<file path="src/rtl/fetch_unit_pkg.sv">
// Shared fetch-stage types and constants: state encoding, instruction size,
// default NOP and the registered decode-side payload.
package fetch_unit_pkg;

  localparam int unsigned XLEN        = 32;
  localparam int unsigned INSTR_BYTES = 4;
  localparam logic [XLEN-1:0] NOP_DEFAULT = 32'h0000_0000;

  typedef enum logic [1:0] {REQ, WAIT, HOLD, DRAIN} fetch_state_t;

  typedef struct packed {
    logic [XLEN-1:0] instr;
    logic [XLEN-1:0] pc;
    logic [XLEN-1:0] pc_plus4;
  } fetch_out_t;

  // Redirect targets are always word aligned.
  function automatic logic [XLEN-1:0] align_word(input logic [XLEN-1:0] addr);
    return {addr[XLEN-1:2], 2'b00};
  endfunction

endpackage

</file>
<file path="src/rtl/fetch_unit_if.sv">
// Instruction-memory request/response bus between fetch (master) and memory (slave).
interface fetch_unit_if;
  import fetch_unit_pkg::*;

  logic            imem_req;
  logic [XLEN-1:0] imem_addr;
  logic [XLEN-1:0] imem_rdata;
  logic            imem_rvalid;

  modport master (
    output imem_req,
    output imem_addr,
    input  imem_rdata,
    input  imem_rvalid
  );

  modport slave (
    input  imem_req,
    input  imem_addr,
    output imem_rdata,
    output imem_rvalid
  );

endinterface

</file>
<file path="src/rtl/fetch_unit_next_pc_mux.sv">
// Next-PC selection: jump over branch over sequential advance, with redirect
// targets forced to word alignment.
module fetch_unit_next_pc_mux
  import fetch_unit_pkg::*;
(
  input  logic [XLEN-1:0] pc,
  input  logic            advance,
  input  logic            jump_en,
  input  logic [XLEN-1:0] jump_target,
  input  logic            branch_taken,
  input  logic [XLEN-1:0] branch_pc_plus4,
  input  logic [XLEN-1:0] branch_offset,
  output logic [XLEN-1:0] next_pc_c,
  output logic            redirect_c
);

  assign redirect_c = jump_en | branch_taken;

  always_comb begin
    next_pc_c = pc;
    if (jump_en) begin
      next_pc_c = align_word(jump_target);
    end else if (branch_taken) begin
      next_pc_c = align_word(branch_pc_plus4 + branch_offset);
    end else if (advance) begin
      next_pc_c = pc + XLEN'(INSTR_BYTES);
    end
  end

endmodule

</file>
<file path="src/rtl/fetch_unit.sv">
// Instruction-fetch stage: PC register, single-outstanding imem requests and a
// registered one-entry valid/stall hand-off to decode.
module fetch_unit
  import fetch_unit_pkg::*;
#(
  parameter logic [XLEN-1:0] RESET_PC  = 32'h0000_0000,
  parameter logic [XLEN-1:0] NOP_INSTR = NOP_DEFAULT
) (
  input  logic              clk,
  input  logic              rst,
  fetch_unit_if.master      imem,
  input  logic              stall,
  input  logic              branch_taken,
  input  logic [XLEN-1:0]   branch_pc_plus4,
  input  logic [XLEN-1:0]   branch_offset,
  input  logic              jump_en,
  input  logic [XLEN-1:0]   jump_target,
  output logic              if_valid,
  output logic [XLEN-1:0]   if_instr,
  output logic [XLEN-1:0]   if_pc,
  output logic [XLEN-1:0]   if_pc_plus4
);

  fetch_state_t    state, state_d;
  logic [XLEN-1:0] pc, next_pc_c;
  logic            redirect_c;
  logic            advance_c;
  logic            valid_q, valid_d;
  fetch_out_t      out_q, out_d;

  // Sequential advance only when decode accepts the held instruction.
  assign advance_c = (state == HOLD) && !stall;

  fetch_unit_next_pc_mux next_pc_mux (
    .pc              (pc),
    .advance         (advance_c),
    .jump_en         (jump_en),
    .jump_target     (jump_target),
    .branch_taken    (branch_taken),
    .branch_pc_plus4 (branch_pc_plus4),
    .branch_offset   (branch_offset),
    .next_pc_c       (next_pc_c),
    .redirect_c      (redirect_c)
  );

  always_ff @(posedge clk) begin
    if (rst) begin
      state   <= REQ;
      pc      <= RESET_PC;
      valid_q <= 1'b0;
      out_q   <= '{instr: NOP_INSTR, pc: '0, pc_plus4: '0};
    end else begin
      state   <= state_d;
      pc      <= next_pc_c;
      valid_q <= valid_d;
      out_q   <= out_d;
    end
  end

  // A redirect while a request is in flight parks in DRAIN until the stale word returns.
  always_comb begin
    state_d = state;
    valid_d = valid_q;
    out_d   = out_q;
    case (state)
      REQ: begin
        state_d = redirect_c ? DRAIN : WAIT;
      end
      WAIT: begin
        if (imem.imem_rvalid) begin
          if (redirect_c) begin
            state_d = REQ;
          end else begin
            state_d        = HOLD;
            valid_d        = 1'b1;
            out_d.instr    = imem.imem_rdata;
            out_d.pc       = pc;
            out_d.pc_plus4 = pc + XLEN'(INSTR_BYTES);
          end
        end else if (redirect_c) begin
          state_d = DRAIN;
        end
      end
      HOLD: begin
        if (redirect_c || !stall) begin
          state_d     = REQ;
          valid_d     = 1'b0;
          out_d.instr = NOP_INSTR;
        end
      end
      DRAIN: begin
        if (imem.imem_rvalid) begin
          state_d = REQ;
        end
      end
      default: begin
        state_d = REQ;
      end
    endcase
  end

  assign imem.imem_req  = (state == REQ) && !rst;
  assign imem.imem_addr = pc;

  assign if_valid    = valid_q;
  assign if_instr    = out_q.instr;
  assign if_pc       = out_q.pc;
  assign if_pc_plus4 = out_q.pc_plus4;

endmodule

</file>
<file path="src/flat_wrapper.sv">
// flat-port wrapper written by rule: the top's interface ports become plain ports
module fetch_unit_flat import fetch_unit_pkg::*;
#(
  parameter logic [XLEN-1:0] RESET_PC  = 32'h0000_0000,
  parameter logic [XLEN-1:0] NOP_INSTR = NOP_DEFAULT
)
  (clk, rst, stall, branch_taken, branch_pc_plus4, branch_offset, jump_en, jump_target, if_valid, if_instr, if_pc, if_pc_plus4, imem_imem_req, imem_imem_addr, imem_imem_rdata, imem_imem_rvalid);
  fetch_unit_if imem_i ();
  input  logic clk;
  input  logic rst;
  input  logic stall;
  input  logic branch_taken;
  input  logic [XLEN-1:0] branch_pc_plus4;
  input  logic [XLEN-1:0] branch_offset;
  input  logic jump_en;
  input  logic [XLEN-1:0] jump_target;
  output logic if_valid;
  output logic [XLEN-1:0] if_instr;
  output logic [XLEN-1:0] if_pc;
  output logic [XLEN-1:0] if_pc_plus4;
  output wire logic [$bits(imem_i.imem_req)-1:0] imem_imem_req;
  output wire logic [$bits(imem_i.imem_addr)-1:0] imem_imem_addr;
  input wire logic [$bits(imem_i.imem_rdata)-1:0] imem_imem_rdata;
  input wire logic [$bits(imem_i.imem_rvalid)-1:0] imem_imem_rvalid;
  assign imem_imem_req = imem_i.imem_req;
  assign imem_imem_addr = imem_i.imem_addr;
  assign imem_i.imem_rdata = imem_imem_rdata;
  assign imem_i.imem_rvalid = imem_imem_rvalid;
  fetch_unit #(.RESET_PC(RESET_PC), .NOP_INSTR(NOP_INSTR)) u_core (.clk(clk), .rst(rst), .imem(imem_i), .stall(stall), .branch_taken(branch_taken), .branch_pc_plus4(branch_pc_plus4), .branch_offset(branch_offset), .jump_en(jump_en), .jump_target(jump_target), .if_valid(if_valid), .if_instr(if_instr), .if_pc(if_pc), .if_pc_plus4(if_pc_plus4));
endmodule
</file>
<file path="config.mk">
export PLATFORM = sky130hd
export DESIGN_NAME = fetch_unit_flat
export DESIGN_NICKNAME = d
export VERILOG_FILES = /design/src/rtl/fetch_unit_pkg.sv /design/src/rtl/fetch_unit_if.sv /design/src/rtl/fetch_unit_next_pc_mux.sv /design/src/rtl/fetch_unit.sv /design/src/flat_wrapper.sv
export SDC_FILE = /design/constraint.sdc
export NUM_CORES = 1
export LEC_CHECK = 0
export CORE_ASPECT_RATIO = 1.75
export CORE_MARGIN = 1.5
export CORE_UTILIZATION = 49
export DETAILED_ROUTE_END_ITERATION = 10
export PLACE_DENSITY = 0.83
export SYNTH_ARGS = -nofsm -noshare
export SYNTH_HDL_FRONTEND = slang
export SYNTH_SLANG_ARGS = --single-unit
</file>
<file path="constraint.sdc">
create_clock -name clk -period 7.76 [get_ports clk]
set_input_delay 1.552 -clock clk [delete_from_list [all_inputs] [get_ports clk]]
set_output_delay 1.552 -clock clk [all_outputs]
set_load 0.02 [all_outputs]
</file>
==> parameters.txt <==
Parameter                              Value

Setup path
  Longest individual stage delay on the worst path    between 0.8 and 0.9 ns
  Critical setup path kind    primary input to flop
  FF-to-FF path depth    7
  Maximum fanout encountered on the critical timing path    78
  Setup crit start kind    primary input
  Required time of the critical path    8.08 ns
  Worst endpoint data arrival time    4.84 ns
  Slowest library cell on the worst path    sky130_fd_sc_hd__clkdlybuf4s50_1
  Ordered cell list for the critical path    clkdlybuf4s50_1, or2_2, nor3_2, buf_4, nor2_1, a211oi_1
  CP Capture Type    flop

Floorplanning
  CORE AREA    roughly 14000 um2
  Width of the die    94.04 um
  Num ports    264
  Initial core utilization    between 40% and 50%
  Die area    15260 um2
  Die height    162.3 um
  Std cell rows    just under 60

Global routing
  Residual overflow from global routing    0
  Pin count of the biggest net entering global routing    97
  Number of antenna violations at the first check in global routing    0
  Via count of the first global-routing pass    roughly 7000
  Overall Global Routing Usage    28.53%
  Global-route wire length before repair    34350 um

Timing
  Final setup violation count    0
  F_max    220.9 MHz
  Relative slew margins    between 20% and 30%
  Hold violation count in the final report    0
  Setup TNS Final    0 ns
  Slew Limit Fails    0
  Minimum clock period after layout    around 4.5 ns
  Clock Skew    0.01151 ns
  Final worst-path setup slack    about 3.2 ns
  Worst slew pin tran    1.069 ns
  Portion of the clock cycle consumed by the worst path in the final layout    between 50% and 60%
  Setup repair after global routing missed its margin    no

Logic synthesis
  Seq cells post-synth    between 100 and 150
  Part of the Yosys area used for sequential elements    35.21%
  Post-Synthesis Cell Area    7107 um2
  Netlist cell types    64
  Main synth FF type    sky130_fd_sc_hd__dfxtp_1
  Number of enable-type register cells in the synthesized netlist    0
  Number of synthesis warnings    0
  Cell count after synthesis    913
  Fraction of registers with async set/reset    0%
  Avg Inst Size Synth    between 7 and 8 um2

Clock tree
  H-Tree Depth    4
  TritonCTS clock tree    yes
  CTS clock-pin slew for the worst setup and hold paths    around 0.060 ns
  Number of setup buffers added after CTS    0
  Clock sink total    125
  Post-CTS sizing    0
  Clk buf depth    2
  Post-CTS Hold Buffers    0
  Clk Tree Root Cell    sky130_fd_sc_hd__clkbuf_16
  Clock insertion delay at the later pin of the skew report    0.42 ns
  CTS buffer count    17

Layout
  Proportion of layout cells with a drive suffix above 1    under 10%
  Final Net Count    ~1300
  Final instance area    10210 um2
  Area growth from synthesis to final layout    43.66%
  Final Core Density    71.42%
  Antenna diode instance count    0
  Number of inserted filler cells in the final layout    1150

Placement
  Placed Area    between 9000 and 10000 um2
  Detailed Place HPWL    about 17000 um
  Routability congestion estimate    0.9474
  Number of buffer cells added on primary ports    roughly 260
  Worst setup slack before clock tree synthesis    between 2 and 3 ns

Routing
  Average wire per standard cell    between 15 and 20 um
  Initial DRT Pass Iterations    6
  Number of DRC markers in iteration 0    587
  Vias after detailed routing    7493
  Post-detailed-route via-to-cell ratio    5.677
  DR DRC count    0
  Total wire length    21910 um
  DRT antenna net count    0

Hold path
  Class of the tightest hold or removal check    flop to flop
  Hold Crit Depth    2

Flow run
  Max-cap viol count    0

Power
  PnR Total Power    1.868 mW
  Leak pwr    3.676 nW
  Worst IR drop on VDD    0.1203 mV
  P per Cell Area    roughly 180 nW/um2

Outcome
  Run status    completed
## sequential cells by signal, summed over array words and instances (netlist names)
signal	cells
u_core.if_valid	1
u_core.state	2
u_core.if_instr	32
u_core.if_pc_plus4	30
u_core.imem.imem_addr	30
u_core.if_pc	30
## per-stage QoR
step / std cells / hold slack, ns
6_report: 1320 / 0.4518
3_5_place_dp: 1288 / 0.4455
4_1_cts: 1320 / 0.4536
5_1_grt: 1320 / 0.4670
3_3_place_gp: 1288 / 0.4406
2_1_floorplan: 918 / 0.4911
## cell type report
cell class,count,area (um2),area share (%)
multi-input combinational,711,4279,41.91
inverter,12,45.04,0.4412
tap,180,225.2,2.206
clock buffer,20,456.7,4.473
sequential,125,2502,24.51
clock inverter,12,113.9,1.115
timing repair buffer,260,2587,25.34
## routing by layer
layer / track usage, % / wire length, um / vias to the layer above
met1: 30.33 / 8003 / 3404
met5: 0 / 0 / -
met4: 17.57 / 1233 / 0
li1: - / - / 3681
met3: 4.775 / 1395 / 70
met2: 51.25 / 11280 / 338
## synth_stat cells, drive strengths merged (6+ instances only)
cell / number / share of area, %
a211oi: 31 / 3.3
a21o: 13 / 1.4
a21oi: 94 / 6.6
a221oi: 10 / 1.2
a22oi: 36 / 3.8
a311oi: 6 / 0.74
a31oi: 7 / 0.62
and2: 6 / 0.53
buf: 20 / 1.7
clkbuf: 50 / 2.6
dfxtp: 125 / 35
ha: 31 / 5.5
inv: 12 / 0.63
nand2: 118 / 6.3
nand3: 22 / 1.5
nand4: 16 / 1.6
nor2: 111 / 5.9
nor2b: 7 / 0.62
nor3: 33 / 2.6
o21ai: 30 / 2.1
o21bai: 6 / 0.63
or3: 9 / 0.79
xnor2: 26 / 3.2
xor2: 35 / 4.3
## power breakdown
part / switching, mW / total, mW / internal, mW
logic: 0.213 / 0.410 / 0.197
registers: 0.0420 / 0.709 / 0.667
clock network: 0.290 / 0.749 / 0.459
## cell families (layout without fill, tap and decap cells)
logic type      after synthesis  count (layout)  share of synthesized area (%)
mux                           5               5                         0.7218
compound gates              267             267                          24.33
flops                       125             125                          35.21
simple gates                341             341                          21.74
buf+inv                      82             304                          4.965
fa+ha+maj                    31              31                          5.458
xor+xnor                     61              61                          7.518
other cells                   1               6                        0.05277
## path summary, 6_finish.rpt
kind	end	slack, ns	startpoint
setup reg to reg	u_core.imem.imem_addr[17]$_SDFFE_PP0P_	5.23	u_core.state[1]$_SDFFE_PP0P_
hold reg to reg	u_core.if_pc[22]$_SDFFE_PP0P_	0.45	u_core.if_pc[22]$_SDFFE_PP0P_
hold / removal	u_core.if_pc[22]$_SDFFE_PP0P_	0.45	u_core.if_pc[22]$_SDFFE_PP0P_
setup / recovery	u_core.if_pc_plus4[25]$_SDFFE_PP0P_	3.23	branch_taken
## worst max-delay path, delay by kind of cell
| kind | cells | cell delay (ns) |
|---|---|---|
| simple gates | 3 | 1.44 |
| compound gates | 1 | 0.26 |
| buf+inv | 2 | 1.55 |
## cells in the final DEF, fill, tap and decap left out, types with 22 or more instances in the layout
cell	instances
sky130_fd_sc_hd__nor2_1	111
sky130_fd_sc_hd__clkdlybuf4s50_1	254
sky130_fd_sc_hd__ha_1	31
sky130_fd_sc_hd__a21oi_1	93
sky130_fd_sc_hd__o21ai_0	29
sky130_fd_sc_hd__xor2_1	35
sky130_fd_sc_hd__a22oi_1	36
sky130_fd_sc_hd__a211oi_1	31
sky130_fd_sc_hd__nand2_1	117
sky130_fd_sc_hd__nor3_1	30
sky130_fd_sc_hd__nand3_1	22
sky130_fd_sc_hd__xnor2_1	26
sky130_fd_sc_hd__dfxtp_1	125
Power figures use the tool's default switching activity.
